--- config.mk ---
export PLATFORM = sky130hd
export DESIGN_NAME = alu_share_arbiter_flat
export DESIGN_NICKNAME = d
export VERILOG_FILES = /design/src/rtl/alu_share_arbiter_pkg.sv /design/src/rtl/alu_share_arbiter_if.sv /design/src/rtl/alu_share_arbiter_rr_picker.sv /design/src/rtl/alu_share_arbiter.sv /design/src/flat_wrapper.sv
export SDC_FILE = /design/constraint.sdc
export NUM_CORES = 1
export LEC_CHECK = 0
export CORE_AREA = 2 2 145 147
export DETAILED_ROUTE_END_ITERATION = 16
export DIE_AREA = 0 0 147 149
export HOLD_SLACK_MARGIN = 0.02
export PLACE_DENSITY = 0.67
export SKIP_LAST_GASP = 1
export SLEW_MARGIN = 25
export SYNTH_ARGS = -nofsm -noshare
export SYNTH_HDL_FRONTEND = slang
export SYNTH_SLANG_ARGS = --single-unit
export TNS_END_PERCENT = 1
--- constraint.sdc ---
create_clock -name clk -period 3.5 [get_ports clk]
set_input_delay 0.7 -clock clk [delete_from_list [all_inputs] [get_ports clk]]
set_output_delay 0.7 -clock clk [all_outputs]
set_load 0.01 [all_outputs]
--- src/rtl/alu_share_arbiter_pkg.sv ---
// Shared constants for the ALU share arbiter: default widths, FSM state codes and ALU opcodes.
package alu_arb_pkg;

  localparam int unsigned NUM_REQ_DEF = 2;
  localparam int unsigned DATA_W_DEF  = 32;
  localparam int unsigned OP_W_DEF    = 4;

  localparam logic [1:0] StIdle = 2'd0;
  localparam logic [1:0] StExec = 2'd1;
  localparam logic [1:0] StResp = 2'd2;

  localparam logic [3:0] ALU_AND = 4'b0000;
  localparam logic [3:0] ALU_OR  = 4'b0001;
  localparam logic [3:0] ALU_ADD = 4'b0010;
  localparam logic [3:0] ALU_SUB = 4'b0110;

endpackage

--- src/rtl/alu_share_arbiter_if.sv ---
// Request, ALU and response bundle of the ALU share arbiter; slave = arbiter side,
// master = requesters plus the ALU instance.
interface alu_share_arbiter_if
  import alu_arb_pkg::*;
#(
  parameter int unsigned NUM_REQ = NUM_REQ_DEF,
  parameter int unsigned DATA_W  = DATA_W_DEF,
  parameter int unsigned OP_W    = OP_W_DEF,
  parameter int unsigned ID_W    = (NUM_REQ > 1) ? $clog2(NUM_REQ) : 1
);

  logic [NUM_REQ-1:0]        req_valid;
  logic [NUM_REQ-1:0]        req_ready;
  logic [NUM_REQ*OP_W-1:0]   req_op;
  logic [NUM_REQ-1:0]        req_src;
  logic [NUM_REQ*DATA_W-1:0] req_a;
  logic [NUM_REQ*DATA_W-1:0] req_b;
  logic [NUM_REQ*DATA_W-1:0] req_imm;

  logic [DATA_W-1:0] alu_a;
  logic [DATA_W-1:0] alu_b;
  logic [DATA_W-1:0] alu_imm;
  logic [OP_W-1:0]   alu_op;
  logic              alu_src;
  logic [DATA_W-1:0] alu_result;
  logic              alu_zero;

  logic              rsp_valid;
  logic              rsp_ready;
  logic [ID_W-1:0]   rsp_id;
  logic [DATA_W-1:0] rsp_data;
  logic              rsp_zero;

  modport slave (
    input  req_valid, req_op, req_src, req_a, req_b, req_imm, alu_result, alu_zero, rsp_ready,
    output req_ready, alu_a, alu_b, alu_imm, alu_op, alu_src, rsp_valid, rsp_id, rsp_data,
           rsp_zero
  );

  modport master (
    output req_valid, req_op, req_src, req_a, req_b, req_imm, alu_result, alu_zero, rsp_ready,
    input  req_ready, alu_a, alu_b, alu_imm, alu_op, alu_src, rsp_valid, rsp_id, rsp_data,
           rsp_zero
  );

endinterface

--- src/rtl/alu_share_arbiter_rr_picker.sv ---
// Grant picker: round-robin starting after ptr, or lowest-index-wins when
// ALU_ARB_FIXED_PRIO_EN is defined (no ptr input then).
module rr_picker #(
  parameter int unsigned NUM_REQ = 2,
  parameter int unsigned ID_W    = 1
) (
  input  logic [NUM_REQ-1:0] req,
`ifndef ALU_ARB_FIXED_PRIO_EN
  input  logic [ID_W-1:0]    ptr,
`endif
  output logic [NUM_REQ-1:0] gnt,
  output logic [ID_W-1:0]    idx
);

`ifdef ALU_ARB_FIXED_PRIO_EN
  always_comb begin
    idx = '0;
    for (int i = NUM_REQ - 1; i >= 0; i--) begin
      if (req[i]) idx = ID_W'(i);
    end
    gnt = (|req) ? (NUM_REQ'(1) << idx) : '0;
  end
`else
  logic [NUM_REQ-1:0] rot;
  logic [ID_W-1:0]    off;
  logic [ID_W:0]      sum;

  // Rotate so bit 0 is requester ptr+1, find first set, then rotate the offset back.
  always_comb begin
    rot = NUM_REQ'({req, req} >> (int'(ptr) + 1));
    off = '0;
    for (int i = NUM_REQ - 1; i >= 0; i--) begin
      if (rot[i]) off = ID_W'(i);
    end
    sum = {1'b0, ptr} + {1'b0, off} + (ID_W + 1)'(1);
    if (sum >= (ID_W + 1)'(NUM_REQ)) sum = sum - (ID_W + 1)'(NUM_REQ);
    idx = sum[ID_W-1:0];
    gnt = (|req) ? (NUM_REQ'(1) << idx) : '0;
  end
`endif

endmodule

--- src/rtl/alu_share_arbiter.sv ---
// Shares one combinational ALU among NUM_REQ requesters: accept, execute, respond.
// Build option ALU_ARB_FIXED_PRIO_EN swaps round-robin for fixed lowest-index priority.
module alu_share_arbiter
  import alu_arb_pkg::*;
#(
  parameter int unsigned NUM_REQ = NUM_REQ_DEF,
  parameter int unsigned DATA_W  = DATA_W_DEF,
  parameter int unsigned OP_W    = OP_W_DEF,
  parameter int unsigned ID_W    = (NUM_REQ > 1) ? $clog2(NUM_REQ) : 1
) (
  input logic               clk,
  input logic               rst_n,
  alu_share_arbiter_if.slave bus
);

  logic [1:0]         state_q, state_d;
  logic [NUM_REQ-1:0] gnt;
  logic [ID_W-1:0]    gnt_idx;
  logic               accept;

  logic [OP_W-1:0]    op_sel;
  logic               src_sel;
  logic [DATA_W-1:0]  a_sel, b_sel, imm_sel;

  logic [DATA_W-1:0]  alu_a_q, alu_b_q, alu_imm_q, rsp_data_q;
  logic [OP_W-1:0]    alu_op_q;
  logic               alu_src_q, rsp_zero_q;
  logic [ID_W-1:0]    rsp_id_q;

`ifdef ALU_ARB_FIXED_PRIO_EN
  rr_picker #(.NUM_REQ(NUM_REQ), .ID_W(ID_W)) u_picker (
    .req (bus.req_valid),
    .gnt (gnt),
    .idx (gnt_idx)
  );
`else
  logic [ID_W-1:0] ptr_q;

  rr_picker #(.NUM_REQ(NUM_REQ), .ID_W(ID_W)) u_picker (
    .req (bus.req_valid),
    .ptr (ptr_q),
    .gnt (gnt),
    .idx (gnt_idx)
  );

  // Reset to the last index so requester 0 wins the first arbitration.
  always_ff @(posedge clk or negedge rst_n) begin
    if (!rst_n) begin
      ptr_q <= ID_W'(NUM_REQ - 1);
    end else if (state_q == StResp && bus.rsp_ready) begin
      ptr_q <= rsp_id_q;
    end
  end
`endif

  assign accept = (state_q == StIdle) && (|bus.req_valid);

  always_comb begin
    op_sel  = '0;
    src_sel = 1'b0;
    a_sel   = '0;
    b_sel   = '0;
    imm_sel = '0;
    for (int i = 0; i < NUM_REQ; i++) begin
      if (gnt[i]) begin
        op_sel  = bus.req_op[i*OP_W +: OP_W];
        src_sel = bus.req_src[i];
        a_sel   = bus.req_a[i*DATA_W +: DATA_W];
        b_sel   = bus.req_b[i*DATA_W +: DATA_W];
        imm_sel = bus.req_imm[i*DATA_W +: DATA_W];
      end
    end
  end

  always_comb begin
    state_d = state_q;
    case (state_q)
      StIdle:  if (accept) state_d = StExec;
      StExec:  state_d = StResp;
      StResp:  if (bus.rsp_ready) state_d = StIdle;
      default: state_d = StIdle;
    endcase
  end

  always_ff @(posedge clk or negedge rst_n) begin
    if (!rst_n) begin
      state_q    <= StIdle;
      alu_a_q    <= '0;
      alu_b_q    <= '0;
      alu_imm_q  <= '0;
      alu_op_q   <= '0;
      alu_src_q  <= 1'b0;
      rsp_id_q   <= '0;
      rsp_data_q <= '0;
      rsp_zero_q <= 1'b0;
    end else begin
      state_q <= state_d;
      if (accept) begin
        alu_a_q   <= a_sel;
        alu_b_q   <= b_sel;
        alu_imm_q <= imm_sel;
        alu_op_q  <= op_sel;
        alu_src_q <= src_sel;
        rsp_id_q  <= gnt_idx;
      end
      if (state_q == StExec) begin
        rsp_data_q <= bus.alu_result;
        rsp_zero_q <= bus.alu_zero;
      end
    end
  end

  assign bus.req_ready = (state_q == StIdle) ? gnt : '0;
  assign bus.alu_a     = alu_a_q;
  assign bus.alu_b     = alu_b_q;
  assign bus.alu_imm   = alu_imm_q;
  assign bus.alu_op    = alu_op_q;
  assign bus.alu_src   = alu_src_q;
  assign bus.rsp_valid = (state_q == StResp);
  assign bus.rsp_id    = rsp_id_q;
  assign bus.rsp_data  = rsp_data_q;
  assign bus.rsp_zero  = rsp_zero_q;

endmodule

--- src/flat_wrapper.sv ---
// flat-port wrapper written by rule: the top's interface ports become plain ports
module alu_share_arbiter_flat import alu_arb_pkg::*;
#(
  parameter int unsigned NUM_REQ = NUM_REQ_DEF,
  parameter int unsigned DATA_W  = DATA_W_DEF,
  parameter int unsigned OP_W    = OP_W_DEF,
  parameter int unsigned ID_W    = (NUM_REQ > 1) ? $clog2(NUM_REQ) : 1
)
  (clk, rst_n, bus_req_valid, bus_req_op, bus_req_src, bus_req_a, bus_req_b, bus_req_imm, bus_alu_result, bus_alu_zero, bus_rsp_ready, bus_req_ready, bus_alu_a, bus_alu_b, bus_alu_imm, bus_alu_op, bus_alu_src, bus_rsp_valid, bus_rsp_id, bus_rsp_data, bus_rsp_zero);
  alu_share_arbiter_if #(.NUM_REQ(NUM_REQ), .DATA_W(DATA_W), .OP_W(OP_W), .ID_W(ID_W)) bus_i ();
  input logic clk;
  input logic rst_n;
  input wire logic [$bits(bus_i.req_valid)-1:0] bus_req_valid;
  input wire logic [$bits(bus_i.req_op)-1:0] bus_req_op;
  input wire logic [$bits(bus_i.req_src)-1:0] bus_req_src;
  input wire logic [$bits(bus_i.req_a)-1:0] bus_req_a;
  input wire logic [$bits(bus_i.req_b)-1:0] bus_req_b;
  input wire logic [$bits(bus_i.req_imm)-1:0] bus_req_imm;
  input wire logic [$bits(bus_i.alu_result)-1:0] bus_alu_result;
  input wire logic [$bits(bus_i.alu_zero)-1:0] bus_alu_zero;
  input wire logic [$bits(bus_i.rsp_ready)-1:0] bus_rsp_ready;
  output wire logic [$bits(bus_i.req_ready)-1:0] bus_req_ready;
  output wire logic [$bits(bus_i.alu_a)-1:0] bus_alu_a;
  output wire logic [$bits(bus_i.alu_b)-1:0] bus_alu_b;
  output wire logic [$bits(bus_i.alu_imm)-1:0] bus_alu_imm;
  output wire logic [$bits(bus_i.alu_op)-1:0] bus_alu_op;
  output wire logic [$bits(bus_i.alu_src)-1:0] bus_alu_src;
  output wire logic [$bits(bus_i.rsp_valid)-1:0] bus_rsp_valid;
  output wire logic [$bits(bus_i.rsp_id)-1:0] bus_rsp_id;
  output wire logic [$bits(bus_i.rsp_data)-1:0] bus_rsp_data;
  output wire logic [$bits(bus_i.rsp_zero)-1:0] bus_rsp_zero;
  assign bus_i.req_valid = bus_req_valid;
  assign bus_i.req_op = bus_req_op;
  assign bus_i.req_src = bus_req_src;
  assign bus_i.req_a = bus_req_a;
  assign bus_i.req_b = bus_req_b;
  assign bus_i.req_imm = bus_req_imm;
  assign bus_i.alu_result = bus_alu_result;
  assign bus_i.alu_zero = bus_alu_zero;
  assign bus_i.rsp_ready = bus_rsp_ready;
  assign bus_req_ready = bus_i.req_ready;
  assign bus_alu_a = bus_i.alu_a;
  assign bus_alu_b = bus_i.alu_b;
  assign bus_alu_imm = bus_i.alu_imm;
  assign bus_alu_op = bus_i.alu_op;
  assign bus_alu_src = bus_i.alu_src;
  assign bus_rsp_valid = bus_i.rsp_valid;
  assign bus_rsp_id = bus_i.rsp_id;
  assign bus_rsp_data = bus_i.rsp_data;
  assign bus_rsp_zero = bus_i.rsp_zero;
  alu_share_arbiter #(.NUM_REQ(NUM_REQ), .DATA_W(DATA_W), .OP_W(OP_W), .ID_W(ID_W)) u_core (.clk(clk), .rst_n(rst_n), .bus(bus_i));
endmodule
---- Yosys cells after proc, flatten, opt, wreduce, memory -nomap -nowiden ----
Cells that the tools add are included.
Widths: inputs -> output; s select.
word-level totals
  flip-flop bits (word level) ............. 138
  logic and storage cells ................. 44
  bits of input ports ..................... 240
  output and inout port bits .............. 138
cells by class
  $lt $le $gt $ge ......................... 1
  equality and inequality tests ........... 4
  multiplexer cells ....................... 18
  $add $sub $neg .......................... 4
  shift-type cells ........................ 2
  reductions and logical operators ........ 5
operators by type and width
  operator             number
  $mux 32              6
  $shr 4x32->2         1
  $mux 2               4
  $mux 4               2
  $pmux 2 s3           1
  $mux 1               5
  $add 1x1->2          1
  $add 1x1->2 const B  1
  $add 2x1->2 const B  1
  $eq 2x1->1 const B   1
  $eq 2x2->1 const B   1
  $ge 2x2->1 const B   1
  $logic_and 1x1->1    2
  $logic_not 2->1      1
  $ne 2x1->1 const B   1
  $ne 2x2->1 const B   1
  $reduce_and 2->1     1
  $reduce_or 2->1      1
  $shl 1x1->2 const A  1
  $sub 1x1->1 const B  1

---- Depth between registers and ports, before layout ----
  depth in word-level cells ............... 12
  gate-level depth with buffers ........... 6
  mapped depth without buffers ............ 4

---- Modules after synthesis ----
A second synthesis with hierarchy kept.
unflattened totals
  cell total of the unflattened synthesis .. 432
  area, all modules ....................... 6195.9 µm²
modules (own cells, without submodules)
  module             cells an instance  seq. area each (µm²)  times used  area an instance (µm²)
  alu_share_arbiter  427                3454.6                1           6164.7
  rr_picker          5                  0.0                   1           31.3

---- Worst setup path before layout ----
No wires, ideal clock.
  path kind ............................... input to output
  from .................................... input bus_req_valid[1]
  to ...................................... output bus_req_ready[0]
  arrival time ............................ 1332 ps
  buffers on the path ..................... 2
  slack ................................... 1468 ps
  cell stages on the path ................. 4
  required time ........................... 2800 ps
  cells stage by stage .................... nand2b_1 buf_2 buf_2 and3_1
between the ends
  longest elaborated chain between the ends .. 10
  elaborated cells between the ends (all ways) .. 12
  classes of those cells .................. 3 x add/sub; 1 x order compare; 2 x shift; 5 x mux; 1 x reduce/logical
ends and longest elaborated chain
  what                                              line                               RTL
  start: declaration                                flat_wrapper.sv:13                 input wire logic [$bits(bus_i.req_valid)-1:0] bus_req_valid;
  $shr 4x32->2                                      alu_share_arbiter_rr_picker.sv:30  rot = NUM_REQ'({req, req} >> (int'(ptr) + 1));
  $mux 1 (2 in a row)                               alu_share_arbiter_rr_picker.sv:33  if (rot[i]) off = ID_W'(i);
  $add 1x1->2                                       alu_share_arbiter_rr_picker.sv:35  sum = {1'b0, ptr} + {1'b0, off} + (ID_W + 1)'(1);
  $add 2x1->2                                       alu_share_arbiter_rr_picker.sv:35
  $ge 2x2->1 / $sub 1x1->1 (equally long branches)  alu_share_arbiter_rr_picker.sv:36  if (sum >= (ID_W + 1)'(NUM_REQ)) sum = sum - (ID_W + 1)'(NUM_REQ);
  $mux 1                                            alu_share_arbiter_rr_picker.sv:36
  $shl 1x1->2                                       alu_share_arbiter_rr_picker.sv:38  gnt = (|req) ? (NUM_REQ'(1) << idx) : '0;
  $mux 2 *                                          alu_share_arbiter_rr_picker.sv:38
  $mux 2 *                                          alu_share_arbiter.sv:113           assign bus.req_ready = (state_q == StIdle) ? gnt : '0;
  end: declaration                                  flat_wrapper.sv:22                 output wire logic [$bits(bus_i.req_ready)-1:0] bus_req_ready;
Every way passes the cells marked *; elsewhere a longest branch is shown, timed or not.

---- Final worst setup path ----
  from .................................... input bus_req_valid[1]
  to ...................................... output bus_req_ready[1]
Same word-level chain as after synthesis.

==> impl_metrics.csv <==
group,metric,value,unit
status,status,"finished, final reports clean",
yosys,synth_most_common_cell,"dfrtp_1",
critical_path,slowest_stage,"clkdlybuf4s50_1",
route,final_antenna_net_count,0,
yosys,syn_area_per_cell,11.65,um^2
yosys,synthSimpleGateAreaFrac,0.7877,%
yosys,ys_warn_count,0,
critical_path,path_buf_inv,2,
clock_network,postCtsSetupRepairBufs,0,
yosys,synth_cells,559,
layout,area.growth.synth_to_final,68.84,%
placed_design,io_buffers,377,
timing,worst_hold_slack,0.2159,ns
global_routing,grt_pass1_wl,35.43,mm
yosys,synth_area,6512,um^2
floorplan,die_area,21900,um^2
power,p_leak,4.105,nW
route,drcViolationCount,0,
yosys,synth_fa_ha_area_share,0,%
yosys,synth_common_cells,"137 x dfrtp_1, 122 x a21oi_1, 101 x a32oi_1",
timing,clock-skew-final,0.01428,ns
route,wl_met2,11.64,mm
route,top_layer,"met4",
placed_design,place_congestion,0.7738,
critical_path,cp_top_family,"buffers and inverters",
layout,regArea,3455,um^2
clock_network,insertion_delay,0.42,ns
layout,stdcell_area,11000,um^2
clock_network,cts_tree,"built",
route,firstDrtPassIters,7,
power,p_int,5.920,mW
power,pwr-share-comb,50.4,%
critical_path,crit_chain,"clkdlybuf4s50_1 -> a21boi_4 -> and2_1 -> clkdlybuf4s50_1",
yosys,synth_area_leader_cell,"dfrtp_1",
global_routing,grt_max_degree,102,
critical_path,cp-startpoint,"bus_req_valid[1]",
critical_path,critPathMaxStageDelay,0.58,ns
placed_design,place_inst,1154,
clock_network,ctsRootBufferMaster,"clkbuf_16",
clock_network,clock-sinks,138,
clock_network,post_cts_resize_count,0,
route,wl_met3,1.593,mm
critical_path,cp-end-kind,"primary output",
clock_network,clk_path_buf_depth,2,
timing,post-route-min-period,2.977,ns
yosys,async_reset_ff_share,100.0,%
timing,setup_viol,0,
layout,drive_above_1_share,14.60,%
critical_path,critPathKind,"primary input to primary output",
yosys,synth-main-ff-cell,"dfrtp_1",
clock_network,cts_buffers,17,
timing,slew_violations,0,
global_routing,grt_overflow,0,
timing,hold_viol_final,0,
critical_path,cp_data_arrival_time,2.28,ns
yosys,yosysTopAreaCellShare,52.64,%
power,p_switching,3.568,mW
floorplan,die_width,147,um
placed_design,place_area,10410,um^2
route,m1WireLength,9.913,mm
yosys,synth_nets,799,
yosys,synth-seq-cells,138,
timing,fin_crit_sh,85.05,%
timing,finalSetupTns,0,ns
floorplan,core_area,20560,um^2
floorplan,die_h,149,um
yosys,synthXorXnorAreaFrac,0,%
critical_path,crit_required,2.80,ns
route,drt_wl_total,23.59,mm
layout,finalNonFillerCells,1187,
critical_path,rr_startpoint,"u_core.state_q[0]",
critical_path,cpMostUsedCell,"clkdlybuf4s50_1",
yosys,synth_cell_type_count,22,
yosys,ys_top_cells_by_area,"dfrtp_1 53%, a32oi_1 14%, a21oi_2 11%",
route,drt-initial-drc-count,298,
timing,fmax,0.3359,GHz
route,routed-via-count,6127,
layout,final_nets,1138,
clock_network,ctsHtreeMaxLevel,4,
floorplan,start_util,31.68,%
power,vdd_drop_max,0.4126,mV
placed_design,hpwlAfterDp,15.81,mm
clock_network,ctsHoldBuffers,0,
power,sw_frac_of_total,37.61,%
clock_network,path_clk_slew,0.07,ns
route,routed_via_density,5.162,
min_path,hold_path.class,"primary input to asynchronous set/reset pin",
global_routing,gr-usage-all-layers,20.88,%
floorplan,row_count,53,
yosys,synth_edf_count,0,
timing,slew-limit-headroom,49.79,%
yosys,synth_compound_area_share,34.02,%
yosys,muxShareOfSynthArea,5.879,%
global_routing,antenna_found_initial,1,
route,wl_per_cell,19.87,um
yosys,synth_top_family_by_area,"compound AO/OA/AOI/OAI gates",
timing,tightest_slew,0.7531,ns
global_routing,first_global_vias,6096,
critical_path,path_max_fanout,3,
layout,fillCellCount,1878,
critical_path,worstSetupStartpointType,"primary input",
power,clock_power_share,19.1,%
flow_run,cap_violations,0,
timing,grt_setup_unrepaired,"no",
yosys,ys_seq_area_share,53.05,%
power,p_seq_share,30.5,%
floorplan,ios,378,
layout,multi_input_area,2676,um^2
power,power.density,862.9,nW/um^2
## registers in the layout, indices dropped and copies added, names as in the netlist
name	flops
u_core.bus.alu_a	32
u_core.bus.alu_b	32
u_core.bus.alu_imm	32
u_core.bus.rsp_data	32
u_core.bus.alu_op	4
u_core.state_q	2
u_core.bus.alu_src	1
u_core.bus.rsp_id	1
u_core.bus.rsp_zero	1
u_core.ptr_q	1
## routing by layer
layer,track usage (%),up-vias
met4,6.346,0
met1,26.85,2973
met2,34.55,258
li1,-,2869
met3,5.780,27
met5,0,-
## placed cells by master, fill, tap and decap left out, types with 3 or more instances in the layout
cell type	netlist	layout
a21oi_2	80	80
a32oi_1	101	101
mux2_1	34	34
buf_4	4	10
a21oi_1	122	122
clkdlybuf4s50_1	0	375
inv_8	0	3
clkbuf_16	0	17
buf_12	0	4
inv_6	0	6
dfrtp_1	137	137
## area by class of cell
type | instances | area share, %
inverters | 2 | 0.09103
flip-flops and latches | 138 | 31.42
well taps | 275 | 3.129
clock buffers | 18 | 3.994
repair buffers | 390 | 35.65
clock inverters | 14 | 1.354
diodes | 1 | 0.02276
multi-input cells | 349 | 24.34
## kinds of logic (layout without fill, tap and decap cells)
group | Yosys count | count (layout)
AOI/OAI and AO/OA | 306 | 306
DFF | 138 | 138
buffers and inverters | 72 | 424
muxes | 34 | 34
and+or+nand+nor | 9 | 9
other | 0 | 1
## metrics by stage
stage | power (mW) | util (%) | setup WS [ns]
final | 9.488 | 53.49 | 0.5231
after global routing | 10.06 | 53.49 | 0.4582
after CTS | 9.597 | 53.48 | 0.5230
after detailed placement | 7.751 | 50.61 | 0.5332
after global placement | 7.689 | 50.61 | 0.5303
after floorplan | 5.297 | - | 1.468
## power by group through the flow
stage               logic, mW  clock network (mW)  registers (mW)
CTS                      4.85                1.85            2.90
finish                   4.78                1.81            2.90
global placement         4.81                   0            2.88
detailed placement       4.84                   0            2.91
global route             5.14                1.92            2.99
floorplan                2.04                   0            3.26
## final timing paths
path                                           end  cells past startpoint  slack, ns
min                            u_core.bus.alu_a[4]                      1       0.22
max                               bus_req_ready[1]                      4       0.52
max in group asynchronous     u_core.bus.alu_a[28]                      2       2.48
max reg2reg                 u_core.bus.alu_imm[24]                      6       1.06
min in group clk           u_core.bus.rsp_data[13]                      1       0.49
min reg2reg                u_core.bus.rsp_data[13]                      1       0.49
No activity file was read; power rests on OpenSTA's default activity.
